**config.mk**
```make
export PLATFORM = sky130hd
export DESIGN_NAME = inst_mem_loader
export DESIGN_NICKNAME = d
export VERILOG_FILES = /design/src/rtl/inst_mem_loader.sv
export SDC_FILE = /design/constraint.sdc
export NUM_CORES = 1
export LEC_CHECK = 0
export ABC_AREA = 1
export BUFFER_PORTS_ARGS = -buffer_cell sky130_fd_sc_hd__buf_4
export CAP_MARGIN = 0
export CORE_ASPECT_RATIO = 0.75
export CORE_MARGIN = 2
export CORE_UTILIZATION = 39
export DETAILED_ROUTE_END_ITERATION = 8
export GPL_TIMING_DRIVEN = 1
export PLACE_DENSITY = 0.6
export SLEW_MARGIN = 20
export SYNTH_ARGS = -nofsm -noshare
export SYNTH_HDL_FRONTEND = slang
export SYNTH_SLANG_ARGS = --single-unit
```
**constraint.sdc**
```tcl
create_clock -name clk -period 1.4 [get_ports clk]
set_input_delay 0.07 -clock clk [delete_from_list [all_inputs] [get_ports clk]]
set_output_delay 0.07 -clock clk [all_outputs]
set_load 0.05 [all_outputs]
```
**src/rtl/inst_mem_loader.sv**
```systemverilog
// Byte-stream program loader: packs little-endian bytes into 32-bit words for the
// instruction memory and holds the core in reset until the load ends. Optional checksum: INST_LOADER_CHECKSUM_EN.
module inst_mem_loader #(
    parameter  int NUM_INST = 128,
    localparam int AW       = $clog2(NUM_INST)
) (
    input  logic          clk,
    input  logic          reset,
    input  logic          load_start,
    input  logic [AW:0]   num_words,
    input  logic          in_valid,
    input  logic [7:0]    in_data,
    output logic          in_ready,
    output logic          mem_we,
    output logic [AW-1:0] mem_addr,
    output logic [31:0]   mem_wdata,
    output logic          cpu_hold,
    output logic          done,
    output logic          chk_err
);

    localparam logic [AW:0] MAX_N = (AW+1)'(NUM_INST);
    localparam logic [AW:0] ONE   = (AW+1)'(1);

    typedef enum logic [2:0] {
        S_IDLE,
        S_LOAD,
        S_WRITE,
        S_DONE
`ifdef INST_LOADER_CHECKSUM_EN
        , S_CHECK
`endif
    } state_t;

`ifdef INST_LOADER_CHECKSUM_EN
    localparam state_t S_END = S_CHECK;
`else
    localparam state_t S_END = S_DONE;
`endif

    state_t      state, state_nxt;
    logic        load_go;
    logic [AW:0] n;
    logic [AW:0] word_idx;
    logic [1:0]  byte_idx;
    logic [23:0] word_lo;
    logic        xfer;
    logic        last_word;

    assign xfer      = (state == S_LOAD) && in_valid;
    assign last_word = ((word_idx + ONE) == n);

    // NOTE: sequential state uses non-blocking assignments so every register
    // samples the pre-edge values regardless of block ordering.
    always_ff @(posedge clk) begin
        if (reset) state <= S_IDLE;
        else       state <= state_nxt;
    end

    // NOTE: every output of this block gets a default first, so no path
    // through the case statement can infer a latch.
    always_comb begin
        state_nxt = state;
        in_ready  = 1'b0;
        mem_we    = 1'b0;
        done      = 1'b0;
        cpu_hold  = 1'b1;
        load_go   = 1'b0;
        unique case (state)
            S_IDLE: begin
                if (load_start) begin
                    load_go   = 1'b1;
                    state_nxt = (num_words == '0) ? S_END : S_LOAD;
                end
            end
            S_LOAD: begin
                in_ready = 1'b1;
                if (in_valid && byte_idx == 2'd3) state_nxt = S_WRITE;
            end
            S_WRITE: begin
                mem_we    = 1'b1;
                state_nxt = last_word ? S_END : S_LOAD;
            end
`ifdef INST_LOADER_CHECKSUM_EN
            S_CHECK: begin
                in_ready = 1'b1;
                if (in_valid) state_nxt = S_DONE;
            end
`endif
            S_DONE: begin
                done     = 1'b1;
                cpu_hold = 1'b0;
                if (load_start) begin
                    load_go   = 1'b1;
                    state_nxt = (num_words == '0) ? S_END : S_LOAD;
                end
            end
            default: state_nxt = S_IDLE;
        endcase
    end

    // The fourth byte goes straight into mem_wdata, so the write port holds the
    // last written word until the next one is complete.
    always_ff @(posedge clk) begin
        if (reset) begin
            n         <= '0;
            word_idx  <= '0;
            byte_idx  <= '0;
            word_lo   <= '0;
            mem_addr  <= '0;
            mem_wdata <= '0;
        end else begin
            if (load_go) begin
                n        <= (num_words > MAX_N) ? MAX_N : num_words;
                word_idx <= '0;
                byte_idx <= '0;
            end
            if (xfer) begin
                byte_idx <= byte_idx + 2'd1;
                case (byte_idx)
                    2'd0: word_lo[7:0]   <= in_data;
                    2'd1: word_lo[15:8]  <= in_data;
                    2'd2: word_lo[23:16] <= in_data;
                    default: begin
                        mem_addr  <= word_idx[AW-1:0];
                        mem_wdata <= {in_data, word_lo};
                    end
                endcase
            end
            if (state == S_WRITE) word_idx <= word_idx + ONE;
        end
    end

`ifdef INST_LOADER_CHECKSUM_EN
    logic [7:0] xor_acc;
    logic       chk_err_q;

    always_ff @(posedge clk) begin
        if (reset) begin
            xor_acc   <= '0;
            chk_err_q <= 1'b0;
        end else if (load_go) begin
            xor_acc   <= '0;
            chk_err_q <= 1'b0;
        end else if (xfer) begin
            xor_acc <= xor_acc ^ in_data;
        end else if (state == S_CHECK && in_valid) begin
            chk_err_q <= (in_data != xor_acc);
        end
    end

    assign chk_err = chk_err_q;
`else
    assign chk_err = 1'b0;
`endif

endmodule

```
Yosys cells after proc, flatten, opt, wreduce, memory -nomap -nowiden
Cells that the tools add are included.
{"block": "op_classes", "n_reduce_logical": 14, "bitwise_logic": 1, "mux": 16, "order_cmp": 1, "addsub": 2, "n_eq_ne": 9}
{"operator": "8-bit 2-to-1 mux", "count": 3}
{"operator": "2-bit AND reduction", "count": 5}
{"operator": "3-bit one-hot mux with 3 select lines", "count": 1}
{"operator": "8-bit by 1-bit adder with 8-bit output (second input constant)", "count": 1}
{"operator": "8-bit equality test", "count": 1}
{"operator": "8-bit greater-than comparator (second input constant)", "count": 1}
{"operator": "8-bit logical NOT", "count": 1}
{"operator": "2-bit 2-to-1 mux", "count": 4}
{"operator": "3-bit by 2-bit equality test with 1-bit output (second input constant)", "count": 2}
{"operator": "1-bit 2-to-1 mux", "count": 6}
{"operator": "3-bit 2-to-1 mux", "count": 2}
{"operator": "2-bit equality test (second input constant)", "count": 2}
{"operator": "2-bit by 1-bit inequality test with 1-bit output (second input constant)", "count": 2}
{"operator": "2-bit nonzero test", "count": 2}
{"operator": "3-bit by 1-bit equality test with 1-bit output (second input constant)", "count": 1}
{"operator": "3-bit logical NOT", "count": 1}
{"operator": "3-bit OR reduction", "count": 1}
{"operator": "2-bit by 1-bit adder with 2-bit output (second input constant)", "count": 1}
{"operator": "2-bit by 1-bit equality test with 1-bit output (second input constant)", "count": 1}
{"operator": "1-bit logical AND", "count": 2}
{"operator": "2-bit logical NOT", "count": 1}
{"operator": "2-bit OR reduction", "count": 1}
{"operator": "1-bit inverter", "count": 1}
{"block": "totals", "word_cells": 52, "reg_bits": 84, "output_inout_bits": 44, "inputBits": 20}

Depth between registers and ports, before layout
{"block": "logic_depth", "word_depth": 5, "mapped_depth": 11, "mapped_depth_nobuf": 11}

Worst setup path before layout
No wires, ideal clock.
{"block": "synth_timing", "path_type": "register to register", "start": "register state[0]", "end": "register mem_addr[0]", "period_less_slack_ns": 1.865, "arrival_time_ns": 1.733, "setup_ns": 0.132, "slack_ns": -0.465, "t_required_ns": 1.268, "stages_incl_launch_ff": 9, "path_buffers": 2, "cell_sequence": "dfxtp_1 ha_1 nand2_1 inv_1 nand2_1 buf_2 buf_2 nand2_1 a21oi_1"}
{"block": "synth_between", "elab_chain_cells": 3}
{"element": "start: declaration", "line_no": "41", "rtl": "state_t state, state_nxt;"}
{"element": "start signal: assignment", "line_no": "57", "rtl": "else state <= state_nxt;"}
{"element": "3-bit by 1-bit equality test with 1-bit output", "line_no": "50", "rtl": "assign xfer = (state == S_LOAD) && in_valid;"}
{"element": "1-bit logical AND", "line_no": "50"}
{"element": "2-bit AND reduction (no line)"}
{"element": "end signal: assignment", "line_no": "125", "rtl": "mem_addr <= word_idx[AW-1:0];"}
{"element": "end: declaration", "line_no": "15", "rtl": "output logic [AW-1:0] mem_addr,"}
Every way passes these cells.
A chain may end at the register's enable or synchronous reset.

Worst setup path in the final report
{"block": "layout_timing", "start": "register word_idx[1]", "end": "register state[1]"}
{"block": "layout_between", "elab_chain_cells": 4}
{"element": "start: declaration", "line_no": "44", "rtl": "logic [AW:0] word_idx;"}
{"element": "start signal: assignment", "line_no": "130", "rtl": "if (state == S_WRITE) word_idx <= word_idx + ONE;"}
{"element": "8-bit by 1-bit adder with 8-bit output", "line_no": "51", "rtl": "assign last_word = ((word_idx + ONE) == n);"}
{"element": "8-bit equality test", "line_no": "51"}
{"element": "2-bit 2-to-1 mux", "line_no": "82", "rtl": "state_nxt = last_word ? S_END : S_LOAD;"}
{"element": "3-bit one-hot mux with 3 select lines", "line_no": "69", "rtl": "unique case (state)"}
Every way passes these cells.

==> flow_metrics.tcl <==
set metrics [dict create \
    synth-seq-cells 83 \
    post_drt_via_cell_ratio 5.159 \
    violations "negative setup slack" \
    clock_sinks 83 \
    power_per_cell_area_mw_per_mm2 1414 \
    globalRouteTotalUtil_pct 19.49 \
    layout-drive-gt1-share_pct 28.40 \
    hp-class "in2reg" \
    setup.worst_path.class "reg2reg" \
    grt_overflow_total 0 \
    crit_fanout 3 \
    stdcell_count 675 \
    drcViolationCount 0 \
    initial_core_util_pct 40.83 \
    pre_cts_ws_ns -0.1016 \
    synth.largest_area_cell "sky130_fd_sc_hd__dfxtp_1" \
    fin_ws_ns -0.01247 \
    antenna_cells 0 \
    clock_latency_ns 0.34 \
    synth-warning-count 0 \
    skew_ns 0.007573 \
    routed-via-count 3482 \
    core_area_mm2 0.008600 \
    dominantRegCellSynth "sky130_fd_sc_hd__dfxtp_1" \
    max-clock-path-buffers 2 \
    cp_data_required_time_ns 1.68 \
    finalSetupViolations 1 \
    worst_stage_delay_on_the_critical_path_ns 0.34 \
    post_synth_num_cell_types 21 \
    clkSlewWorstSetupHoldPaths_ns 0.07 \
    power_leakage_nw 1.884 \
    tritoncts "done" \
    fin_crit_ns 1.412 \
    area.growth.synth_to_final_pct 39.84 \
    post-route-cell-area_mm2 0.004910 \
    critical-path-top-cell-by-count "sky130_fd_sc_hd__nand3_1" \
    synth.avg_cell_area_um2 7.345 \
    synth_cells 478 \
    synth.yosys.seq_area_share_pct 47.33 \
    floorplan.rows 29 \
    antenna_found_initial 0 \
    die_h_um 86.17 \
    portBuffers 62 \
    worst-endpoint-arrival_ns 1.69 \
    crit_path_start_kind "flip-flop" \
    detail_route.wirelength_mm 10.19 \
    post-synth-top-count-cell "sky130_fd_sc_hd__nand2_1" \
    dpl-instance-area_mm2 0.004255 \
    number_of_maximum_capacitance_constraint_violations 0 \
    final_weighted_congestion_in_routability_driven_placement 0.8256 \
    detail_route.iter0.violations 187 \
    fp.dieW_um 113.6 \
    fmax_mhz 708.0 \
    grt_start_max_net_pins 49 \
    hpwl_mm 6.486 \
    placedCellCount 645 \
    clock_tree.root_cell "sky130_fd_sc_hd__clkbuf_16" \
    post_drt_wl_per_cell_um 15.09 \
    final.setup.tns_ns -0.01247 \
    pin_count 64 \
    outcome "finished, violations left" \
    vias_in_the_first_global_route 3061 \
    layout_worst_path_cycle_share_pct 100.9 \
    synthDominantCellAreaShare_pct 47.33 \
    critPathBufInv 2 \
    grt_pass1_wl_mm 15.04 \
    number_of_synthesized_flops_with_an_enable_pin 0 \
    postRouteAntennaNets 0 \
    critPathCaptureType "flip-flop" \
    post_synth_main_area_contributors "sky130_fd_sc_hd__dfxtp_1 47%, sky130_fd_sc_hd__nand2_1 13%, sky130_fd_sc_hd__nand3_1 13%" \
    synth_commonest_cells "119 x sky130_fd_sc_hd__nand2_1, 88 x sky130_fd_sc_hd__nand3_1, 83 x sky130_fd_sc_hd__dfxtp_1, 82 x sky130_fd_sc_hd__a21oi_1, 31 x sky130_fd_sc_hd__inv_1" \
    finalPower_mw 6.944 \
    hold_violations 0 \
    max-vdd-ir-drop_v 0.001080 \
    cts_made_buffers 9 \
    rsz0062_at_grt "true" \
    drt_pass1_iterations 5 \
    mappedNetlistNets 507 \
    post_synth_instance_area_mm2 0.003511 \
    cp_slowest_cell "sky130_fd_sc_hd__dfxtp_2" \
    critical_path.cell_chain "ha_2 -> nand2_2 -> buf_4 -> nand3_1 -> nand2_1 -> inv_1 -> nand3_1 -> nor2_1 -> nand3_1 -> a21oi_2" \
    die_area_mm2 0.009785 \
    synth_async_sr_flop_share_pct 0 \
    cts_max_level 3 \
    cp_top_family "simple AND/OR/NAND/NOR gates" \
    final_nets 591 \
    finalMaxSlewViolations 0 \
]
==> worst paths after layout <==
kind | start | end | slack [ns] | cells after the start
max | word_idx[1] | state[1] | -0.01 | 10
min | num_words[6] | n[6] | 0.02 | 3
max reg2reg | word_idx[1] | state[1] | -0.01 | 10
min reg2reg | mem_wdata[17] | mem_wdata[17] | 0.46 | 2
==> state kept, by name, summed over array words and instances (netlist names) <==
name       flops
word_idx       8
byte_idx       2
n              8
state          2
mem_wdata     32
mem_addr       7
word_lo       24
==> metrics by stage <==
| stage | util, % | hold slack (ns) |
|---|---|---|
| CTS | 53.56 | 0.01205 |
| floorplan | - | 0.2122 |
| global route | 57.09 | 0.02396 |
| finish | 57.09 | 0.02212 |
| global placement | 49.48 | 0.3386 |
| detailed placement | 49.48 | 0.3402 |
==> logic make-up (layout without fill, tap and decap cells) <==
family / Yosys count / in the layout / synth area share [%]
buffers and inverters: 61 / 150 / 7.199
AOI/OAI and AO/OA: 96 / 96 / 13.97
xor gates and xnor gates: 1 / 1 / 0.2495
DFF: 83 / 83 / 47.33
other: 1 / 1 / 0.1068
adders and majority gates: 9 / 9 / 3.207
and+or+nand+nor: 227 / 227 / 27.94
==> cell type report <==
cell class	instances	area, um2
clock inverters	7	60.06
inverters	31	128.9
flip-flops and latches	83	1673
fillers	758	3690
well taps	108	135.1
repair buffers	102	908.4
clock buffers	9	225.2
repair inverters	1	8.758
multi-input cells	334	1770
==> worst min-delay path, cell delays in order <==
cell and delay [ns]:
sky130_fd_sc_hd__buf_4 0.11, sky130_fd_sc_hd__nand3_1 0.08, sky130_fd_sc_hd__a21oi_1 0.05
==> metal layers <==
| metal | GRT usage (%) | up-vias | part of all wire, % |
|---|---|---|---|
| li1 | - | 1762 | - |
| met1 | 28.20 | 1624 | 49 |
| met2 | 28.96 | 87 | 44 |
| met3 | 4.126 | 9 | 6.6 |
| met4 | 6.652 | 0 | 1.0 |
| met5 | 0 | - | 0 |
==> power breakdown <==
group | internal, mW | leakage, nW | switching, mW
clock | 1.24 | 0.143 | 1.05
sequential | 2.53 | 0.674 | 0.153
combinational | 0.783 | 1.07 | 1.19
total | 4.55 | 1.88 | 2.39
==> what timing repair did <==
item,CTS,global route
endpoints found under the hold margin,5,0
setup endpoints to repair,16,63
pin swaps,0,7
setup buffers,0,3
hold buffers,5,0
resized for setup,7,44
cloned,0,6
==> cells in the final DEF (no fill, tap or decap), types with 2 or more instances in the layout <==
master and count:
sky130_fd_sc_hd__a211oi_1 2, sky130_fd_sc_hd__o21ai_0 7, sky130_fd_sc_hd__clkbuf_16 13, sky130_fd_sc_hd__buf_12 3, sky130_fd_sc_hd__nand2_1 111, sky130_fd_sc_hd__dlygate4sd3_1 5
sky130_fd_sc_hd__buf_6 4, sky130_fd_sc_hd__dfxtp_2 6, sky130_fd_sc_hd__a21oi_2 7, sky130_fd_sc_hd__or2_2 2, sky130_fd_sc_hd__inv_6 4, sky130_fd_sc_hd__nor2_2 3
sky130_fd_sc_hd__a21oi_1 75, sky130_fd_sc_hd__clkinv_4 2, sky130_fd_sc_hd__buf_4 85, sky130_fd_sc_hd__ha_1 5, sky130_fd_sc_hd__nand2_2 7, sky130_fd_sc_hd__inv_2 2
sky130_fd_sc_hd__inv_1 28, sky130_fd_sc_hd__o21ai_2 2, sky130_fd_sc_hd__nand3_2 7, sky130_fd_sc_hd__nor2_4 2, sky130_fd_sc_hd__nand3_1 81, sky130_fd_sc_hd__ha_4 3
sky130_fd_sc_hd__nand2_8 2, sky130_fd_sc_hd__dfxtp_1 76, sky130_fd_sc_hd__nor2_1 11
Note: power is estimated with default switching activity, not from simulation.
